## config.mk

```make
export PLATFORM = sky130hd
export DESIGN_NAME = bus_source_arbiter
export DESIGN_NICKNAME = d
export VERILOG_FILES = /design/src/rtl/bus_source_arbiter_pkg.sv /design/src/rtl/bus_source_arbiter_rr_pick.sv /design/src/rtl/bus_source_arbiter.sv
export SDC_FILE = /design/constraint.sdc
export NUM_CORES = 1
export LEC_CHECK = 0
export ABC_CLOCK_PERIOD_IN_PS = 7500
export CORE_ASPECT_RATIO = 0.9
export CORE_MARGIN = 1.5
export CORE_UTILIZATION = 60
export CTS_CLUSTER_DIAMETER = 50
export DETAILED_ROUTE_END_ITERATION = 7
export GPL_ROUTABILITY_DRIVEN = 0
export PLACE_DENSITY = 0.81
export SETUP_SLACK_MARGIN = 0.4
export SYNTH_ARGS = -nofsm -noshare
export SYNTH_HDL_FRONTEND = slang
export SYNTH_SLANG_ARGS = --single-unit
```

## constraint.sdc

```tcl
create_clock -name clk -period 7.5 [get_ports clk]
set_input_delay 1.125 -clock clk [delete_from_list [all_inputs] [get_ports clk]]
set_output_delay 1.125 -clock clk [all_outputs]
set_load 0.03 [all_outputs]
```

## src/rtl/bus_source_arbiter_pkg.sv

```systemverilog
// Shared bus package: arbiter state encoding and default sizing.
package bus_source_arbiter_pkg;

  localparam int NUM_SRC_DEF = 24;
  localparam int SEL_W_DEF   = 5;

  typedef enum logic {
    IDLE = 1'b0,
    OWN  = 1'b1
  } arb_state_e;

endpackage

```

## src/rtl/bus_source_arbiter_rr_pick.sv

```systemverilog
// rr_pick: rotate-priority pick of the next index after last_ptr.
module rr_pick
  import bus_source_arbiter_pkg::*;
#(
  parameter int NUM_SRC = NUM_SRC_DEF,
  parameter int SEL_W   = SEL_W_DEF
) (
  input  logic [NUM_SRC-1:0] req_i,
  input  logic [SEL_W-1:0]   last_ptr_i,
  output logic               vld_o,
  output logic [SEL_W-1:0]   idx_o
);

  int         j;
  logic [SEL_W-1:0] cand;

  // Offset 1 first, offset NUM_SRC (last_ptr itself) last.
  always_comb begin
    vld_o = 1'b0;
    idx_o = '0;
    j     = 0;
    cand  = '0;
    for (int i = 1; i <= NUM_SRC; i++) begin
      j = int'(last_ptr_i) + i;
      if (j >= NUM_SRC) j = j - NUM_SRC;
      cand = SEL_W'(j);
      if (!vld_o && req_i[cand]) begin
        vld_o = 1'b1;
        idx_o = cand;
      end
    end
  end

endmodule

```

## src/rtl/bus_source_arbiter.sv

```systemverilog
// Round-robin bus source arbiter, one-cycle grants.
// Optional owner lock compiled in with BUS_ARB_LOCK_EN.
module bus_source_arbiter
  import bus_source_arbiter_pkg::*;
#(
  parameter int NUM_SRC = NUM_SRC_DEF,
  parameter int SEL_W   = SEL_W_DEF
) (
  input  logic               clk,
  input  logic               rst_n,
  input  logic [NUM_SRC-1:0] req,
  input  logic               stall,
`ifdef BUS_ARB_LOCK_EN
  input  logic               lock,
`endif
  output logic [NUM_SRC-1:0] grant,
  output logic [SEL_W-1:0]   select,
  output logic               bus_valid
);

  arb_state_e         state_q;
  logic [NUM_SRC-1:0] grant_q;
  logic [SEL_W-1:0]   sel_q;
  logic               valid_q;
  logic [SEL_W-1:0]   last_q;

  logic               pick_vld;
  logic [SEL_W-1:0]   pick_idx;
  logic [NUM_SRC-1:0] onehot;
  logic               lock_hold;

  rr_pick #(
    .NUM_SRC (NUM_SRC),
    .SEL_W   (SEL_W)
  ) u_pick (
    .req_i      (req),
    .last_ptr_i (last_q),
    .vld_o      (pick_vld),
    .idx_o      (pick_idx)
  );

  always_comb begin
    onehot           = '0;
    onehot[pick_idx] = 1'b1;
  end

`ifdef BUS_ARB_LOCK_EN
  assign lock_hold = (state_q == OWN) && lock && req[sel_q];
`else
  assign lock_hold = 1'b0;
`endif

  always_ff @(posedge clk or negedge rst_n) begin
    if (!rst_n) begin
      state_q <= IDLE;
      grant_q <= '0;
      sel_q   <= '0;
      valid_q <= 1'b0;
      last_q  <= SEL_W'(NUM_SRC - 1);
    end else if (!stall) begin
      unique case (state_q)
        IDLE: begin
          if (pick_vld) begin
            state_q <= OWN;
            grant_q <= onehot;
            sel_q   <= pick_idx;
            valid_q <= 1'b1;
            last_q  <= pick_idx;
          end
        end
        OWN: begin
          if (lock_hold) begin
            state_q <= OWN;
          end else if (pick_vld) begin
            grant_q <= onehot;
            sel_q   <= pick_idx;
            valid_q <= 1'b1;
            last_q  <= pick_idx;
          end else begin
            state_q <= IDLE;
            grant_q <= '0;
            sel_q   <= '0;
            valid_q <= 1'b0;
          end
        end
        default: state_q <= IDLE;
      endcase
    end
  end

  assign grant     = grant_q;
  assign select    = sel_q;
  assign bus_valid = valid_q;

endmodule

```

==> impl_metrics.tcl <==
set metrics [dict create \
    core_um2 12220 \
    diodes 0 \
    yosys.area_share.simple_pct 24.15 \
    cp_cell_sequence "buf_4, ha_1, xor2_1, ha_1, nand3b_1, and3b_1, or2_2, a31oi_2, nand2_1, nand3b_1, nor3_2, o221ai_1, a221oi_1, o221ai_1, o21a_1, o41ai_1" \
    regToRegStartpoint "last_q[2]$_DFFE_PN1P_" \
    initial_utilization_pct 62.29 \
    fmax_mhz 158.1 \
    hold_path_depth 1 \
    synthCells 945 \
    synth_top_area_cell "dfrtp_1" \
    wl_um 25480 \
    met1_length_um 10350 \
    cp.arrival_ns 6.48 \
    setup_viol 0 \
    cp-end-kind "register" \
    cp-start-kind "register" \
    muxShareOfSynthArea_pct 18.64 \
    tritoncts "yes" \
    finalCritPeriodShare_pct 84.33 \
    rr_worst_depth 16 \
    hold_class "register to register" \
    final_nets 1007 \
    num_rows 38 \
    final_common_cell "nand2_1" \
    status "completed" \
    yosysWarningCount 0 \
    die_area_um2 13370 \
    synth-main-ff-cell "dfrtp_1" \
    wl_met2_um 10360 \
    cts.sink_count 36 \
    syn_nets 997 \
    cap_viol_max_count 0 \
    grt_pass1_vias 7451 \
    rsz0062_at_grt "no" \
    grt_max_degree 47 \
    fin_skew_ns 0.008358 \
    rrSetupSlack_ns 1.18 \
    vias_per_cell 7.439 \
    layout_common_cells "108 x nand2_1, 56 x clkdlybuf4s50_1, 54 x a21oi_1, 48 x mux2i_1, 48 x nor2_1" \
    pin_count 57 \
    hp-start "select[3]$_DFFE_PN0P_" \
    cts_root_buf "clkbuf_16" \
    critPathRequiredTime_ns 7.66 \
    min_period_ns 6.325 \
    clk_latency_ns 0.28 \
    wl_per_cell_um 22.84 \
    holdPathEnd "select[3]$_DFFE_PN0P_" \
    vias 8302 \
    top_layer "met4" \
    cts_buffers 5 \
    relSlewSlack_pct 32.74 \
    cts_setup_buffers 0 \
    hold_buffers 0 \
    synth_seq_area_share_pct 11.90 \
    path_class "register to register" \
    tightest_slew_ns 0.9997 \
    cts-resized-gates 0 \
    finalHoldViolCount 0 \
    die_h_um 109.9 \
    drive_above_1_share_pct 12.97 \
    clk_pin_slew_ns 0.06 \
    drtIter0Drc 1157 \
    area.growth.synth_to_final_pct 8.581 \
    drc 0 \
    die_width_um 121.7 \
    synth_area_leaders "dfrtp_1 11%, mux4_2 9.5%, mux2i_1 6.3%" \
    dp_hpwl_um 18790 \
    crit_buf_inv 1 \
    r2r_end "grant[2]$_DFFE_PN0P_" \
    syn_area_um2 7611 \
    met3_length_um 3488 \
    cp_max_fo 39 \
    cts_max_level 2 \
    firstDrtPassIters 6 \
    netlist-cell-type-count 104 \
    grt_overflow 0 \
    slew_viol_final 0 \
    synth_compound_area_share_pct 30.61 \
    syn_avg_cell_area_um2 8.054 \
    max_stage_delay_ns 0.66 \
    synth_edf_count 0 \
    ys_ff_latch 36 \
    grt.total_usage_pct 38.77 \
    cts_buffer_depth 2 \
    async_flop_share_pct 100.0 \
    tns_ns 0 \
    synthXorXnorAreaFrac_pct 4.521 \
    synth_top_family_by_area "compound AO/OA/AOI/OAI gates" \
    synth_top_area_share_pct 10.52 \
    synthAdderAreaFrac_pct 4.110 \
    portBuffers 56 \
    cpLargestDelayFamily "compound AO/OA/AOI/OAI gates" \
    antenna_found_initial 0 \
    ant_nets 0 \
    grt_pass1_wl_um 40590 \
    cpMaxStageDelayCell "xor2_1" \
]
-- how the worst max path moves through the flow --
stage | startpoint | to | depth (start not counted)
final | last_q[2]$_DFFE_PN1P_ | grant[2]$_DFFE_PN0P_ | 16
after global routing | last_q[1]$_DFFE_PN1P_ | grant[2]$_DFFE_PN0P_ | 17
after CTS | last_q[3]$_DFFE_PN0P_ | grant[2]$_DFFE_PN0P_ | 18
after detailed placement | last_q[3]$_DFFE_PN0P_ | grant[2]$_DFFE_PN0P_ | 18
after global placement | req[6] | grant[11]$_DFFE_PN0P_ | 12
after floorplan | last_q[1]$_DFFE_PN1P_ | grant[3]$_DFFE_PN0P_ | 25
-- per-stage QoR --
| step | util, % | area, um2 | setup slack (ns) | instances | hold WS [ns] |
|---|---|---|---|---|---|
| floorplan | - | 7611 | 1.536 | 945 | 0.5230 |
| global placement | 66.46 | 8120 | 1.502 | 1108 | 0.4614 |
| detailed placement | 66.46 | 8120 | 1.449 | 1108 | 0.4619 |
| CTS | 67.63 | 8264 | 1.420 | 1116 | 0.4775 |
| global route | 67.63 | 8264 | 0.8382 | 1116 | 0.5015 |
| finish | 67.63 | 8264 | 1.175 | 1116 | 0.4758 |
-- worst reg2reg max path, stage by stage, from the launching register on --
cell	delay, ns
dfstp_2	0.53
buf_4	0.48
ha_1	0.36
xor2_1	0.66
ha_1	0.28
nand3b_1	0.13
and3b_1	0.23
or2_2	0.31
a31oi_2	0.26
nand2_1	0.19
nand3b_1	0.57
nor3_2	0.46
o221ai_1	0.23
a221oi_1	0.46
o221ai_1	0.22
o21a_1	0.40
o41ai_1	0.46
-- cells in the mapped netlist (all sizes together) (5+ instances only) --
master   count
a21oi       57
or3         15
clkbuf      27
a31oi       16
nor4        10
o211ai      16
nor3        27
nor2b       12
nand2      108
a21bo        5
nand2b       9
and3        10
a21boi       8
o21a        10
mux2i       48
o41ai       13
xnor2       22
nor3b        7
a211oi      16
o21ai       49
o2111ai      5
buf         41
inv         23
o22ai        9
nand3       34
ha          25
o31ai       20
xor2         7
dfrtp       32
a211o        6
mux2        17
nor2        48
a22o         5
a21o        15
mux4        33
a221oi       7
and2        14
or2         11
nand4       10
nand3b       7
and3b        5
a31o         5
-- metal layers --
metal | up-vias | GRT usage (%)
met2 | 639 | 56.62
li1 | 3721 | -
met3 | 136 | 10.84
met5 | - | 0
met4 | 0 | 15.97
met1 | 3806 | 53.88
-- cell type report --
type	count	area, um2
clock inverters	3	18.77
flip-flops and latches	36	905.9
repair buffers	71	673.1
clock buffers	5	125.1
fillers	993	3955
multi-input cells	816	6247
inverters	25	93.84
well taps	160	200.2
-- state kept, by name, indices dropped and copies added, names as in the netlist --
register   cells
grant         24
last_q         5
select         5
bus_valid      1
state_q        1
-- kinds of logic after synthesis --
logic type,after synthesis
flops,36
fa+ha+maj,25
buf+inv,93
xor+xnor,32
simple gates,343
mux,98
compound gates,318
Power is left out: the tool's default activity adds up to more than one toggle a clock period on the data nets, which glitch-free logic cannot reach.
